File: src/rtl/usb_rx_decoder.sv
// USB full/low-speed receive decoder.
// Tracks SYNC on the raw line, NRZI-decodes and de-stuffs the data field into
// LSB-first bytes, validates EOP and reports packet completion with an error code.
// Also flags a timeout when the bus sits idle too long while receiving is enabled.
//
// Ports:
//   clock       single clock, all logic on posedge
//   reset_n     synchronous active-low reset
//   DP, DM      sampled bus line state, one per clock
//   rx_enable   high while the host is not driving the bus
//   byte_out    last received byte, held between strobes
//   byte_valid  one-cycle strobe qualifying byte_out
//   pkt_start   one-cycle strobe after a valid SYNC
//   pkt_done    one-cycle strobe at packet end, good or bad
//   pkt_error   qualifies pkt_done: packet bad
//   err_code    0 none, 1 stuff, 2 SE1, 3 alignment; nonzero only with pkt_done
//   rx_active   high whenever the receiver is not idle
//   rx_timeout  one-cycle strobe after TIMEOUT_CYCLES idle enabled cycles
module usb_rx_decoder #(
    parameter int unsigned TIMEOUT_CYCLES = 255
) (
    input  logic       clock,
    input  logic       reset_n,
    input  logic       DP,
    input  logic       DM,
    input  logic       rx_enable,
    output logic [7:0] byte_out,
    output logic       byte_valid,
    output logic       pkt_start,
    output logic       pkt_done,
    output logic       pkt_error,
    output logic [1:0] err_code,
    output logic       rx_active,
    output logic       rx_timeout
);

    localparam int unsigned TmoW = (TIMEOUT_CYCLES > 1) ? $clog2(TIMEOUT_CYCLES) : 1;

    localparam logic [1:0] LineSe0 = 2'b00;
    localparam logic [1:0] LineK   = 2'b01;
    localparam logic [1:0] LineJ   = 2'b10;
    localparam logic [1:0] LineSe1 = 2'b11;

    // SYNC pattern K J K J K J K K, bit i set where symbol i is K.
    localparam logic [7:0] SyncIsK = 8'b1101_0101;

    localparam logic [1:0] ErrNone  = 2'd0;
    localparam logic [1:0] ErrStuff = 2'd1;
    localparam logic [1:0] ErrSe1   = 2'd2;
    localparam logic [1:0] ErrAlign = 2'd3;

    typedef enum logic [2:0] {StIdle, StSync, StData, StEop, StErr} state_e;

    state_e          state_q;
    logic [2:0]      sync_idx_q;
    logic [2:0]      bit_cnt_q;
    logic [2:0]      ones_q;
    logic            prev_k_q;   // previous J/K line state, 1 = K
    logic            align_q;    // EOP arrived mid-byte
    logic            eop_two_q;  // second SE0 already seen
    logic            se0_seen_q; // ERR: previous cycle was SE0
    logic [6:0]      shift_q;
    logic [TmoW-1:0] tmo_cnt_q;

    logic [1:0] line;
    logic       line_jk;
    logic       data_bit;
    logic       sync_ok;
    logic       err_det;
    logic [1:0] err_kind;

    assign line      = {DP, DM};
    assign line_jk   = DP ^ DM;
    assign data_bit  = ~(DM ^ prev_k_q);  // NRZI: no transition decodes as 1
    assign sync_ok   = (line == (SyncIsK[sync_idx_q] ? LineK : LineJ));
    assign rx_active = (state_q != StIdle);

    // Error detection in priority order SE1 > stuff > alignment.
    always_comb begin
        err_det  = 1'b0;
        err_kind = ErrNone;
        if (line == LineSe1 &&
            (state_q == StSync || state_q == StData || state_q == StEop)) begin
            err_det  = 1'b1;
            err_kind = ErrSe1;
        end else if (state_q == StData && line_jk && ones_q == 3'd6 && data_bit) begin
            err_det  = 1'b1;
            err_kind = ErrStuff;
        end else if (state_q == StEop &&
                     (line == LineK || (line == LineSe0 && eop_two_q))) begin
            err_det  = 1'b1;
            err_kind = ErrAlign;
        end
    end

    always_ff @(posedge clock) begin
        if (!reset_n) begin
            state_q    <= StIdle;
            sync_idx_q <= '0;
            bit_cnt_q  <= '0;
            ones_q     <= '0;
            prev_k_q   <= 1'b0;
            align_q    <= 1'b0;
            eop_two_q  <= 1'b0;
            se0_seen_q <= 1'b0;
            shift_q    <= '0;
            tmo_cnt_q  <= '0;
            byte_out   <= 8'h00;
            byte_valid <= 1'b0;
            pkt_start  <= 1'b0;
            pkt_done   <= 1'b0;
            pkt_error  <= 1'b0;
            err_code   <= ErrNone;
            rx_timeout <= 1'b0;
        end else begin
            byte_valid <= 1'b0;
            pkt_start  <= 1'b0;
            pkt_done   <= 1'b0;
            pkt_error  <= 1'b0;
            err_code   <= ErrNone;
            rx_timeout <= 1'b0;

            // A K in IDLE leaves IDLE, so it does not count as an idle cycle.
            if (rx_enable && state_q == StIdle && line != LineK) begin
                if (tmo_cnt_q == TmoW'(TIMEOUT_CYCLES - 1)) begin
                    tmo_cnt_q  <= '0;
                    rx_timeout <= 1'b1;
                end else begin
                    tmo_cnt_q <= tmo_cnt_q + TmoW'(1);
                end
            end else begin
                tmo_cnt_q <= '0;
            end

            if (!rx_enable) begin
                state_q <= StIdle;
            end else if (err_det) begin
                pkt_done   <= 1'b1;
                pkt_error  <= 1'b1;
                err_code   <= err_kind;
                state_q    <= StErr;
                se0_seen_q <= 1'b0;
            end else begin
                case (state_q)
                    StIdle: begin
                        if (line == LineK) begin
                            state_q    <= StSync;
                            sync_idx_q <= 3'd1;
                        end
                    end
                    StSync: begin
                        if (!sync_ok) begin
                            state_q <= StIdle;
                        end else if (sync_idx_q == 3'd7) begin
                            // The final K K pair is the first run of ones.
                            state_q   <= StData;
                            pkt_start <= 1'b1;
                            prev_k_q  <= 1'b1;
                            ones_q    <= 3'd1;
                            bit_cnt_q <= '0;
                            align_q   <= 1'b0;
                            eop_two_q <= 1'b0;
                        end else begin
                            sync_idx_q <= sync_idx_q + 3'd1;
                        end
                    end
                    StData: begin
                        if (line == LineSe0) begin
                            state_q   <= StEop;
                            eop_two_q <= 1'b0;
                            align_q   <= (bit_cnt_q != 3'd0);
                        end else begin
                            prev_k_q <= DM;
                            if (ones_q == 3'd6) begin
                                ones_q <= '0;  // stuffed zero, discarded
                            end else begin
                                ones_q    <= data_bit ? ones_q + 3'd1 : 3'd0;
                                shift_q   <= {data_bit, shift_q[6:1]};
                                bit_cnt_q <= bit_cnt_q + 3'd1;
                                if (bit_cnt_q == 3'd7) begin
                                    byte_out   <= {data_bit, shift_q};
                                    byte_valid <= 1'b1;
                                end
                            end
                        end
                    end
                    StEop: begin
                        if (line == LineSe0) begin
                            eop_two_q <= 1'b1;
                        end else if (line == LineJ) begin
                            pkt_done  <= 1'b1;
                            pkt_error <= align_q;
                            err_code  <= align_q ? ErrAlign : ErrNone;
                            state_q   <= StIdle;
                        end
                    end
                    StErr: begin
                        se0_seen_q <= (line == LineSe0);
                        if (se0_seen_q && line == LineJ) begin
                            state_q <= StIdle;
                        end
                    end
                    default: state_q <= StIdle;
                endcase
            end
        end
    end

endmodule

File: config.mk
export PLATFORM = sky130hd
export DESIGN_NAME = usb_rx_decoder
export DESIGN_NICKNAME = d
export VERILOG_FILES = /design/src/rtl/usb_rx_decoder.sv
export SDC_FILE = /design/constraint.sdc
export NUM_CORES = 1
export LEC_CHECK = 0
export BUFFER_PORTS_ARGS = -buffer_cell sky130_fd_sc_hd__clkbuf_2
export CAP_MARGIN = 5
export CELL_PAD_IN_SITES_DETAIL_PLACEMENT = 0
export CELL_PAD_IN_SITES_GLOBAL_PLACEMENT = 1
export CORE_MARGIN = 2
export CORE_UTILIZATION = 45
export CTS_CLUSTER_DIAMETER = 30
export DETAILED_ROUTE_END_ITERATION = 16
export GPL_TIMING_DRIVEN = 0
export PLACE_DENSITY = 0.91
export SYNTH_ARGS = -nofsm -noshare
export SYNTH_HDL_FRONTEND = slang
export SYNTH_SLANG_ARGS = --single-unit
File: constraint.sdc
create_clock -name clock -period 2.6 [get_ports clock]
set_input_delay 0.39 -clock clock [delete_from_list [all_inputs] [get_ports clock]]
set_output_delay 0.39 -clock clock [all_outputs]
set_load 0.005 [all_outputs]
==> results.py <==
metrics = {
    "run_status": {
        "status": "complete, no violations",
    },
    "worst_setup_path": {
        "worst_ep_arrival_time_ns": 2.54,
        "crit_fanout": 8,
        "ff2ff_path_depth": 8,
        "critPathCaptureType": "flop",
        "crit_end": "bit_cnt_q[1]",
        "start_kind": "input pin",
        "worstSetupPathType": "input pin to flop",
        "r2r-end": "bit_cnt_q[1]",
        "r2r_slack_ns": 0.26,
        "cp-startpoint": "DM",
        "crit_required_ns": 2.78,
        "reg2reg_from": "ones_q[0]",
    },
    "clock_network": {
        "cts.sinks": 47,
        "root_buffer": "clkbuf_8",
        "numCtsBuffers": 5,
        "clk_latency_ns": 0.31,
        "clk_pin_slew_ns": 0.09,
        "cts.repair.resized": 0,
        "cts.htree.levels": 2,
        "cts_max_path_buffers": 2,
        "holdBufCountCts": 0,
        "post-cts-setup-buffers": 0,
        "cts_tree": "yes",
    },
    "timing": {
        "max_freq_ghz": 0.4246,
        "finalCritPeriodShare": 0.9059,
        "max_slew_margin": 0.5577,
        "fin_ws_ns": 0.2446,
        "finalCriticalPeriod_ns": 2.355,
        "rsz0062_at_grt": "false",
        "finClkSkew_ns": 0.01051,
        "setup_viol": 0,
        "slew_violations": 0,
        "tightest_slew_ns": 0.6620,
        "final-hold-violation-count": 0,
    },
    "detailed_routing": {
        "firstDrtPassIters": 4,
        "routedWlPerCell_um": 13.12,
        "detail_route.vias_per_cell": 5.275,
        "initialDrtViolationCount": 121,
        "drt_wl_total_um": 4578,
        "ant_nets": 0,
        "vias": 1841,
        "drc": 0,
    },
    "flow_run": {
        "drv_cap": 0,
    },
    "layout": {
        "fillCellCount": 496,
        "area_delta_synth_final_pct": 13.02,
        "antenna_cells": 0,
        "mostFrequentLayoutCells": "dfxtp_1 (47), nand3_1 (23), nand2_1 (19), clkbuf_2 (19), nor2_1 (18)",
        "drive_gt1_frac": 0.1541,
        "final_nets": 296,
        "layout_commonest_cell": "dfxtp_1",
    },
    "logic_synthesis": {
        "synth_top_family_by_area": "simple AND/OR/NAND/NOR gates",
        "synth_edf_count": 0,
        "synthArstFlopShare": 0,
        "synth_xor_xnor_area_share": 0.02669,
        "ys_types": 53,
        "synth_nets": 270,
        "syn_area_sq_um": 2297,
        "ys_ff_latch": 47,
        "synth-simple-area-share": 0.2772,
        "syn_inst": 252,
        "synthAdderAreaFrac": 0.07081,
        "synthMuxAreaShare": 0.04793,
        "synth_area_per_cell_sq_um": 9.116,
        "yosysWarnings": 0,
        "ys_seq_area_frac": 0.4096,
        "synth_compound_area_frac": 0.1280,
        "synth_ff_type": "dfxtp_1",
    },
    "global_route": {
        "use_met3": 0.03968,
        "grt_pass1_wl_um": 7969,
        "antenna_found_initial": 0,
        "grt_use_met1": 0.2414,
        "grtUsageMet2": 0.3005,
        "grt_max_degree": 17,
        "grt_usage": 0.1816,
        "grt_overflow": 0,
        "grt_pass1_vias": 1712,
        "grt_busiest_layer": "met2",
    },
    "pwr": {
        "power_mw": 1.405,
        "p_switching_uw": 345.3,
        "seqPwrFrac": 0.523,
        "pwr-share-clk": 0.393,
        "combPwrFrac": 0.084,
        "swShare": 0.2458,
        "leakagePower_nw": 0.9586,
        "p_per_area_nw_per_um2": 541.1,
        "internal-power_mw": 1.060,
        "vdd_drop_max_mv": 0.3046,
    },
    "floorplanning": {
        "placementRows": 26,
        "dieWidth_um": 75.45,
        "num_io_pins": 21,
        "start_util": 0.4585,
        "die_area_sq_um": 5693,
        "fp.dieH_um": 75.45,
        "core_sq_um": 5010,
    },
    "placed_design": {
        "dp_hpwl_um": 3318,
        "pre_cts_slack_ns": -0.06354,
        "portBuffers": 19,
        "gp_congestion": 0.8155,
    },
    "worst_hold_path": {
        "worstHoldPathType": "input pin to flop",
    },
}
stage by stage:
stage | area, sq um | hold WS [ns] | util | instances | TNS, ns
5_1_grt | 2596 | 0.4365 | 0.5182 | 349 | 0
4_1_cts | 2596 | 0.4208 | 0.5182 | 349 | 0
6_report | 2596 | 0.4187 | 0.5182 | 349 | 0
3_5_place_dp | 2480 | 0.4469 | 0.4950 | 341 | -0.1600
2_1_floorplan | 2297 | 0.4432 | - | 252 | 0
3_3_place_gp | 2480 | 0.4432 | 0.4950 | 341 | -0.08302
sequential cells by signal (all words and copies together) (netlist names), 2 cells and up, named ones only:
signal	cells
byte_out	8
ones_q	3
sync_idx_q	3
tmo_cnt_q	8
state_q	3
err_code	2
bit_cnt_q	3
shift_q	7
layer usage:
metal	routed length [um]	share of wire	vias to the layer above
met3	237	0.052	6
li1	-	-	938
met2	2097	0.46	48
met4	55	0.012	0
met5	0	0	-
met1	2187	0.48	849
cell usage after synthesis, drive strengths merged, types with 2 or more instances:
cell | instances | area (sq um)
or3b | 2 | 17.52
and3 | 2 | 12.51
a31oi | 3 | 18.77
xnor2 | 2 | 17.52
a21boi | 4 | 30.03
buf | 6 | 38.79
inv | 9 | 33.78
or2 | 2 | 12.52
nor4b | 2 | 32.53
a21oi | 9 | 45.04
nand2b | 2 | 12.51
nor2b | 10 | 62.56
a211oi | 2 | 15.01
nor3 | 7 | 40.04
ha | 13 | 162.7
nor4 | 3 | 48.80
o21ai | 18 | 90.09
o21a | 2 | 15.01
nand2 | 19 | 71.32
or3 | 2 | 17.52
dfxtp | 47 | 940.9
nor2 | 18 | 67.56
clkbuf | 5 | 18.77
and2 | 6 | 37.54
mux2i | 11 | 110.1
nand3 | 23 | 115.1
nor3b | 4 | 46.29
xor2 | 5 | 43.79
how the worst min path moves through the flow:
stage	startpoint	endpoint	slack [ns]	depth (start not counted)
2_1_floorplan	shift_q[0]	byte_out[0]	0.44	2
3_5_place_dp	byte_out[7]	byte_out[7]	0.45	2
4_1_cts	rx_enable	se0_seen_q	0.42	3
6_report	rx_enable	se0_seen_q	0.42	3
3_3_place_gp	byte_out[7]	byte_out[7]	0.44	2
5_1_grt	rx_enable	se0_seen_q	0.44	3
layout make-up:
type | count | area [sq um] | share of cell area
Buffer | 11 | 57.56 | 0.02217
Clock buffer | 5 | 68.82 | 0.02651
Clock inverter | 3 | 47.55 | 0.01831
Inverter | 9 | 33.78 | 0.01301
Multi-Input combinational cell | 185 | 1265 | 0.4872
Sequential cell | 47 | 940.9 | 0.3624
Tap cell | 70 | 87.58 | 0.03373
Timing Repair Buffer | 19 | 95.09 | 0.03663
logic make-up after synthesis:
group | after synthesis
mux | 11
compound gates | 47
simple gates | 107
buf+inv | 20
fa+ha+maj | 13
xor+xnor | 7
flops | 47
worst max-delay path, stage by stage:
cell      delay, ns
clkbuf_2       0.16
inv_1          0.10
ha_1           0.29
a21oi_1        0.26
o221ai_2       0.29
nor3_1         0.53
a21boi_0       0.38
o21ai_0        0.14
power by group through the flow:
| stage | Clock (mW) | Sequential, mW | Combinational, mW |
|---|---|---|---|
| after global placement | 0 | 0.751 | 0.114 |
| after detailed placement | 0 | 0.751 | 0.116 |
| after CTS | 0.566 | 0.735 | 0.117 |
| after global routing | 0.599 | 0.736 | 0.132 |
| final | 0.552 | 0.735 | 0.118 |
| after floorplan | 0 | 0.750 | 0.0856 |
Power figures use the tool's default switching activity.
